===== src/rtl/alarme_pkg.sv =====
// rtl/alarme_pkg.sv - shared state encodings and sizing helper for the siren controller
package alarme_pkg;

    localparam int STATE_W = 3;

    localparam logic [STATE_W-1:0] DESARMADO = 3'd0;
    localparam logic [STATE_W-1:0] ARMADO    = 3'd1;
    localparam logic [STATE_W-1:0] ESPERA    = 3'd2;
    localparam logic [STATE_W-1:0] DISPARO   = 3'd3;
    localparam logic [STATE_W-1:0] REARME    = 3'd4;

    // Timer only has to reach limit-1, so clog2 of the larger limit suffices.
    function automatic int timer_w(input int a, input int b);
        int m;
        m = (a > b) ? a : b;
        return ($clog2(m) < 1) ? 1 : $clog2(m);
    endfunction

endpackage


===== src/rtl/alarme_temporizador.sv =====
// rtl/alarme_temporizador.sv - up-counter with synchronous clear and terminal-count flag
module alarme_temporizador #(
    parameter int W = 4
) (
    input  logic         clk,
    input  logic         rst,
    input  logic         clr_i,
    input  logic         en_i,
    input  logic [W-1:0] last_i,
    output logic [W-1:0] count_o,
    output logic         tc_o
);

    logic [W-1:0] count_q;
    logic [W-1:0] count_d;

    always_comb begin
        count_d = count_q;
        if (clr_i) begin
            count_d = '0;
        end else if (en_i) begin
            count_d = count_q + W'(1);
        end
    end

    always_ff @(posedge clk) begin
        if (rst) begin
            count_q <= '0;
        end else begin
            count_q <= count_d;
        end
    end

    assign count_o = count_q;
    assign tc_o    = (count_q == last_i);

endmodule


===== src/rtl/alarme_sirene.sv =====
// rtl/alarme_sirene.sv - arm/disarm, entry delay with beep, timed siren and event counter
module alarme_sirene
    import alarme_pkg::*;
#(
    parameter int ENTRY_DELAY = 8,
    parameter int SIREN_TIME  = 16,
    parameter int BEEP_PERIOD = 2,
    parameter int EVW         = 4
) (
    input  logic               clk,
    input  logic               rst,
    input  logic               A,
    input  logic               ARM,
    input  logic               CODE_OK,
    output logic               SIREN,
    output logic               BEEP,
    output logic               ARMED,
    output logic [STATE_W-1:0] STATE,
    output logic [EVW-1:0]     EVENTS
);

    localparam int TW = timer_w(ENTRY_DELAY, SIREN_TIME);

    logic [STATE_W-1:0] state_q, state_d;
    logic               beep_q, beep_d;
    logic [EVW-1:0]     events_q, events_d;
    logic [TW-1:0]      timer;
    logic [TW-1:0]      timer_last;
    logic               timer_tc;
    logic               beep_toggle;

    // One timer serves both timed states; it is cleared on every state change.
    assign timer_last = (state_q == DISPARO) ? TW'(SIREN_TIME - 1) : TW'(ENTRY_DELAY - 1);

    alarme_temporizador #(.W(TW)) u_temporizador (
        .clk     (clk),
        .rst     (rst),
        .clr_i   (state_d != state_q),
        .en_i    ((state_q == ESPERA) || (state_q == DISPARO)),
        .last_i  (timer_last),
        .count_o (timer),
        .tc_o    (timer_tc)
    );

    assign beep_toggle = (((int'(timer) + 1) % BEEP_PERIOD) == 0);

    always_ff @(posedge clk) begin
        if (rst) begin
            state_q  <= DESARMADO;
            beep_q   <= 1'b0;
            events_q <= '0;
        end else begin
            state_q  <= state_d;
            beep_q   <= beep_d;
            events_q <= events_d;
        end
    end

    always_comb begin
        state_d = state_q;
        case (state_q)
            DESARMADO: if (ARM) state_d = ARMADO;
            ARMADO: begin
                if (CODE_OK)  state_d = DESARMADO;
                else if (A)   state_d = ESPERA;
            end
            ESPERA: begin
                if (CODE_OK)       state_d = DESARMADO;
                else if (timer_tc) state_d = DISPARO;
            end
            DISPARO: begin
                if (CODE_OK)       state_d = DESARMADO;
                else if (timer_tc) state_d = REARME;
            end
            REARME: begin
                if (CODE_OK)  state_d = DESARMADO;
                else if (!A)  state_d = ARMADO;
            end
            default: state_d = DESARMADO;
        endcase
    end

    // BEEP is only ever high while in, or entering, the entry delay.
    always_comb begin
        beep_d   = 1'b0;
        events_d = events_q;
        if ((state_q == ARMADO) && !CODE_OK && A) begin
            beep_d = 1'b1;
        end else if ((state_q == ESPERA) && !CODE_OK) begin
            if (timer_tc) begin
                if (events_q != {EVW{1'b1}}) events_d = events_q + EVW'(1);
            end else begin
                beep_d = beep_q ^ beep_toggle;
            end
        end
    end

    always_comb begin
        SIREN  = (state_q == DISPARO);
        ARMED  = (state_q != DESARMADO);
        STATE  = state_q;
        BEEP   = beep_q;
        EVENTS = events_q;
    end

endmodule


===== config.mk =====
export PLATFORM = sky130hd
export DESIGN_NAME = alarme_sirene
export DESIGN_NICKNAME = d
export VERILOG_FILES = /design/src/rtl/alarme_pkg.sv /design/src/rtl/alarme_temporizador.sv /design/src/rtl/alarme_sirene.sv
export SDC_FILE = /design/constraint.sdc
export NUM_CORES = 1
export LEC_CHECK = 0
export CAP_MARGIN = 30
export CORE_MARGIN = 2
export CORE_UTILIZATION = 30
export CTS_CLUSTER_DIAMETER = 40
export CTS_CLUSTER_SIZE = 28
export DETAILED_ROUTE_END_ITERATION = 10
export PLACE_DENSITY_LB_ADDON = 0.15
export SLEW_MARGIN = 10
export SYNTH_ARGS = -nofsm -noshare
export SYNTH_HDL_FRONTEND = slang
export SYNTH_SLANG_ARGS = --single-unit

===== constraint.sdc =====
create_clock -name clk -period 1.7 [get_ports clk]
set_clock_uncertainty 0.15 [all_clocks]
set_input_delay 0.17 -clock clk [delete_from_list [all_inputs] [get_ports clk]]
set_output_delay 0.17 -clock clk [all_outputs]
set_load 0.02 [all_outputs]

# Word level (Yosys, flattened, before mapping)

Cells that the tools add are included.
Widths: inputs -> output; s select.

Bitwise logic cells: 3
Add/sub/neg operators: 3
Reduce and logical (&&, ||, !) cells: 10
Muxes and demuxes: 14
Equality and inequality tests: 7

Operators with widths:

| cell                | number |
|---|---|
| $logic_not 32->1    | 1 |
| $mux 3              | 9 |
| $pmux 3 s5          | 1 |
| $add 4x1->4 const B | 2 |
| $eq 3x2->1 const B  | 2 |
| $eq 4x4->1          | 1 |
| $mux 4              | 1 |
| $ne 4x4->1 const B  | 1 |
| $reduce_and 4->1    | 1 |
| $eq 3x1->1 const B  | 1 |
| $eq 3x3->1 const B  | 1 |
| $logic_and 1x1->1   | 3 |
| $logic_not 3->1     | 1 |
| $mux 1              | 3 |
| $ne 3x3->1          | 1 |
| $reduce_bool 3->1   | 1 |
| $reduce_or 2->1     | 1 |
| $add 1x1->1 const B | 1 |
| $and 1x1->1 const A | 1 |
| $logic_not 1->1     | 1 |
| $logic_or 1x1->1    | 1 |
| $not 1->1           | 1 |
| $xor 1x1->1         | 1 |

Flip-flop bits (word level): 12
Output and inout port bits: 10

# Logic depth before layout (Yosys ltp)

Word-level depth: 8
Mapped depth: 5

# Hierarchy

Synthesis repeated with hierarchy kept, for this count alone.

Cell total of the unflattened synthesis: 88
Area total of the unflattened synthesis: 730.7 µm²

Modules (own cells, without submodules):

| module              | cells each | area each (µm²) | instances |
|---|---|---|---|
| alarme_sirene       | 66         | 511.7           | 1 |
| alarme_temporizador | 22         | 219.0           | 1 |

# Worst setup path before layout

Ideal clock, no wire load.

Path kind: register -> register
Start: register state_q[0] (netlist: STATE[0])
End: register u_temporizador.count_q[0] (netlist: u_temporizador.count_o[0])
Cell stages (with the launch flop): 5
Path buffers: 0
Library setup time: 0.129 ns
Clock period less this slack: 1.768 ns
Setup slack: -0.068 ns
Data arrival time: 1.489 ns
Path through: dfxtp_1 > or3b_1 > or3_4 > a41oi_2 > nor3_1

Longest elaborated chain between the ends: 8

RTL lines:

| what                             | line                                                          | source |
|---|---|---|
| start: declaration               | alarme_sirene.sv:24                                           | `logic [STATE_W-1:0] state_q, state_d;` |
| start signal: assignment         | alarme_sirene.sv:53                                           | `state_q <= state_d;` |
| $eq 3x2->1                       | alarme_sirene.sv:33, alarme_sirene.sv:39, alarme_sirene.sv:61 |  |
| $mux 4                           | alarme_sirene.sv:33                                           | `assign timer_last = (state_q == DISPARO) ? TW'(SIREN_TIME - 1) : TW'(ENTRY_DELAY - 1);` |
| $eq 4x4->1                       | alarme_temporizador.sv:35                                     | `assign tc_o = (count_q == last_i);` |
| $mux 3, on equally long branches | alarme_sirene.sv:73, alarme_sirene.sv:69                      |  |
| $mux 3, on equally long branches | alarme_sirene.sv:72, alarme_sirene.sv:68                      |  |
| $pmux 3 s5                       | alarme_sirene.sv:61                                           | `case (state_q)` |
| $ne 3x3->1                       | alarme_sirene.sv:38                                           | `.clr_i (state_d != state_q),` |
| $reduce_or 2->1 (no source line) | -                                                             |  |
| end signal: assignment           | alarme_temporizador.sv:30                                     | `count_q <= count_d;` |
| end: declaration                 | alarme_temporizador.sv:14                                     | `logic [W-1:0] count_q;` |

Several ways; a longest one is shown, not always the timed one.
A chain may end at the register's enable or synchronous reset.

# Worst setup path in the final report

Start: register state_q[0] (netlist: STATE[0])
End: output ARMED

Longest elaborated chain between the ends: 1

RTL lines:

| what              | line                 | source |
|---|---|---|
| $reduce_bool 3->1 | alarme_sirene.sv:100 | `ARMED = (state_q != DESARMADO);` |
| end: declaration  | alarme_sirene.sv:17  | `output logic ARMED,` |

No other way between the ends.

==> results.txt <==
----------------------------------------------------
[Run status]
  Run status ... finished, final reports clean

[Detailed routing]
  Number of nets still failing antenna checks after routing ... 0
  Post-detailed-routing wire length ... 1890 µm
  Average via count per standard cell ... 4.97
  1st-iter DRT viols ... 8
  Wirelength per Cell ... 12.5 µm
  DRC errors left ... 0
  Number of vias after detailed routing ... 750
  Router iterations before antenna repair ... 4

[Critical path]
  Largest fanout on the critical path ... 4
  Internal reg-to-reg setup slack ... between 15 and 20 ps
  Endpoint type of the worst setup path ... output pin
  Worst setup path startpoint ... STATE[0]
  Endpoint of the most critical setup path ... ARMED
  Number of cells traversed by the worst register-to-register path ... 4
  Critical register-to-register path startpoint ... STATE[2]
  CP Launch Type ... flop
  Critical setup path kind ... flop to output pin
  Capture point of the worst reg-to-reg path ... u_temporizador.count_o[3]
  Arrival time at the worst endpoint ... 1360 ps
  CP Data Required Time ... 1380 ps

[STA]
  Final-report max-slew violation count ... 0
  Final hold vios ... 0
  Sum of negative setup slack ... 0 ps
  Number of setup violations in the final report ... 0
  Setup repair after global routing missed its margin ... true
  Tightest hold margin ... 360 ps
  Post-route fraction of the period consumed by the critical path ... 0.991
  Worst Setup Slack, final ... 15.2 ps
  F_max ... 0.594 GHz
  Worst slew margin relative to its limit ... 0.760
  Actual transition at the worst max-transition pin ... approximately 360 ps
  Final critical path time including I/O delays and setup ... roughly 1700 ps

[GRT]
  Number of global-route vias before repair ... 727
  Total grt overflow ... 0
  Pin count of the biggest net entering global routing ... 9
  First-pass GRT wire length ... 3150 µm
  GRT Total Usage ... 0.155
  Number of antenna violations at the first check in global routing ... 0

[Layout]
  Commonest cells after routing, fill and taps aside ... 22 x buf_4, 9 x dfxtp_1, 9 x clkdlybuf4s50_1
  Fraction of final layout cells sized beyond drive strength 1 ... 0.405
  Final Non-Filler Cells ... 151
  Layout overhead on the synthesized area ... 54.1%
  Area taken by multi-input logic gates ... 514 µm²
  Most common library cell in the layout ignoring fill and taps ... buf_4
  Post-layout nets ... 129
  Ant. Diodes ... 0
  Post-route cell area ... ~1200 µm²
  Area taken by flip-flops and latches ... about 250 µm²
  Number of filler cells placed in the layout ... ~250

[Clock tree]
  Clock edge transition at the registers on the reported setup and hold paths ... ~80 ps
  Count of H-tree levels built during CTS ... 1
  Number of buffers created by CTS ... 3
  Post-CTS Hold Fix Bufs ... 0
  Clock sinks ... 12
  Cell chosen for the clock root ... clkbuf_4
  Maximum root-to-sink buffer count ... 2
  TritonCTS clock tree ... built
  Clock latency on the worst-skew pair ... 280 ps

[Die]
  Width of the die ... 54.0 µm
  Die footprint ... 2910 µm²
  Count of standard-cell rows ... 18
  Io pins ... 15
  Die boundary height ... between 50 and 60 µm
  Core footprint ... 2430 µm²
  Initial cell density of the core ... 0.308

[Yosys]
  Yosys cell types ... 40
  Most used DFF post-synth ... dfxtp_1
  Number of nets in the synthesized netlist ... 92
  Netlist Area Pre-Place ... 749 µm²
  Sequential-to-total area share from yosys stat ... 0.321
  Number of enable-type register cells in the synthesized netlist ... 0
  Post-synthesis async set-or-reset flop share ... 0
  Post-synthesis cell count ... 85
  Mean Syn Cell Area ... 8.82 µm²
  Synthesis-stage register bit count ... 12
  Yosys warnings ... 0

[Place]
  Routability Congestion ... 0.717
  Post-detailed-placement cell area ... 1070 µm²
  Setup WS pre-CTS ... -328 ps
  Placed cell count ... 146
  IO Port Bufs ... 14
  Hpwl dp ... about 1400 µm

[Worst hold path]
  Tightest Hold Check Type ... flop to flop

[Power and ir drop]
  IR Drop Worst-Case VDD ... just over 400 µV
  Static Leakage ... 0.465 nW
  Cell area power density ... around 540 nW/µm²

[Run]
  Max Cap Violations ... 0

----------------------------------------------------
[timing repair]
item / in CTS / in global routing
pin swaps: 1 / 9
buffers inserted: 0 / 1
resized for setup: 12 / 13
cloned: 0 / 0
setup endpoints to repair: 9 / 6
[critical path: stages, from the launching register on]
cell and delay, ps:
dfxtp_4 360, buf_4 130, or3_2 450, buf_6 140
[layout make-up]
class,count,area share
clock buffer,4,0.0314
tap,30,0.0325
timing repair buffer,37,0.268
sequential,12,0.213
multi-input combinational,65,0.445
inverter,3,0.00975
[report_power, final]
part | internal, mW | total [mW] | switching [mW]
logic | 0.0598 | 0.109 | 0.0494
registers | 0.284 | 0.287 | 0.00349
clock network | 0.130 | 0.232 | 0.101
[cells in the mapped netlist, types with 2 or more instances]
cell | instances | share of area
a21oi_1 | 5 | 0.033
a311oi_1 | 2 | 0.023
clkbuf_1 | 2 | 0.010
dfxtp_1 | 12 | 0.32
ha_1 | 2 | 0.033
inv_1 | 3 | 0.015
mux2i_1 | 2 | 0.027
nand2_1 | 5 | 0.025
nand3_1 | 4 | 0.027
nand4_1 | 2 | 0.017
nor2_1 | 5 | 0.025
nor2b_1 | 3 | 0.025
nor3_1 | 5 | 0.033
o211ai_1 | 2 | 0.020
o21ai_0 | 2 | 0.013
xor2_1 | 5 | 0.058
[logic make-up (layout without fill, tap and decap cells)]
| kind of cell | count (synthesis) | count (layout) | synth area share |
|---|---|---|---|
| AO/OA/AOI/OAI | 16 | 16 | 0.154 |
| AND/OR/NAND/NOR | 39 | 39 | 0.344 |
| multiplexers | 2 | 2 | 0.0267 |
| flip-flops | 12 | 12 | 0.321 |
| XOR/XNOR | 6 | 6 | 0.0701 |
| buffers and inverters | 8 | 44 | 0.0517 |
| adder cells (fa/ha/maj) | 2 | 2 | 0.0334 |
[routing by layer]
layer | routed length [µm] | vias to the layer above | share of wire | global-route usage
li1 | - | 381 | - | -
met1 | 840 | 355 | 0.44 | 0.179
met2 | 955 | 10 | 0.51 | 0.262
met3 | 71 | 4 | 0.038 | 0.0583
met4 | 23 | 0 | 0.012 | 0.0500
met5 | 0 | - | 0 | 0
[metrics by stage]
stage,total power [mW],utilization
6_report,0.628,0.475
5_1_grt,0.663,0.475
4_1_cts,0.626,0.458
3_5_place_dp,0.391,0.439
3_3_place_gp,0.390,0.439
2_1_floorplan,0.339,-
[registers in the layout (all words and copies together), names as in the netlist]
register and cells:
EVENTS 4, STATE 3, BEEP 1, u_temporizador.count_o 4
[worst min-delay path by stage]
stage	start	end	slack (ps)	depth (start not counted)
after floorplan	CODE_OK	STATE[2]	90	1
after global placement	EVENTS[3]	EVENTS[3]	340	2
after detailed placement	EVENTS[3]	EVENTS[3]	350	2
after CTS	EVENTS[3]	EVENTS[3]	360	2
after global routing	EVENTS[3]	EVENTS[3]	380	2
final	EVENTS[3]	EVENTS[3]	360	2
Power figures use the tool's default switching activity.
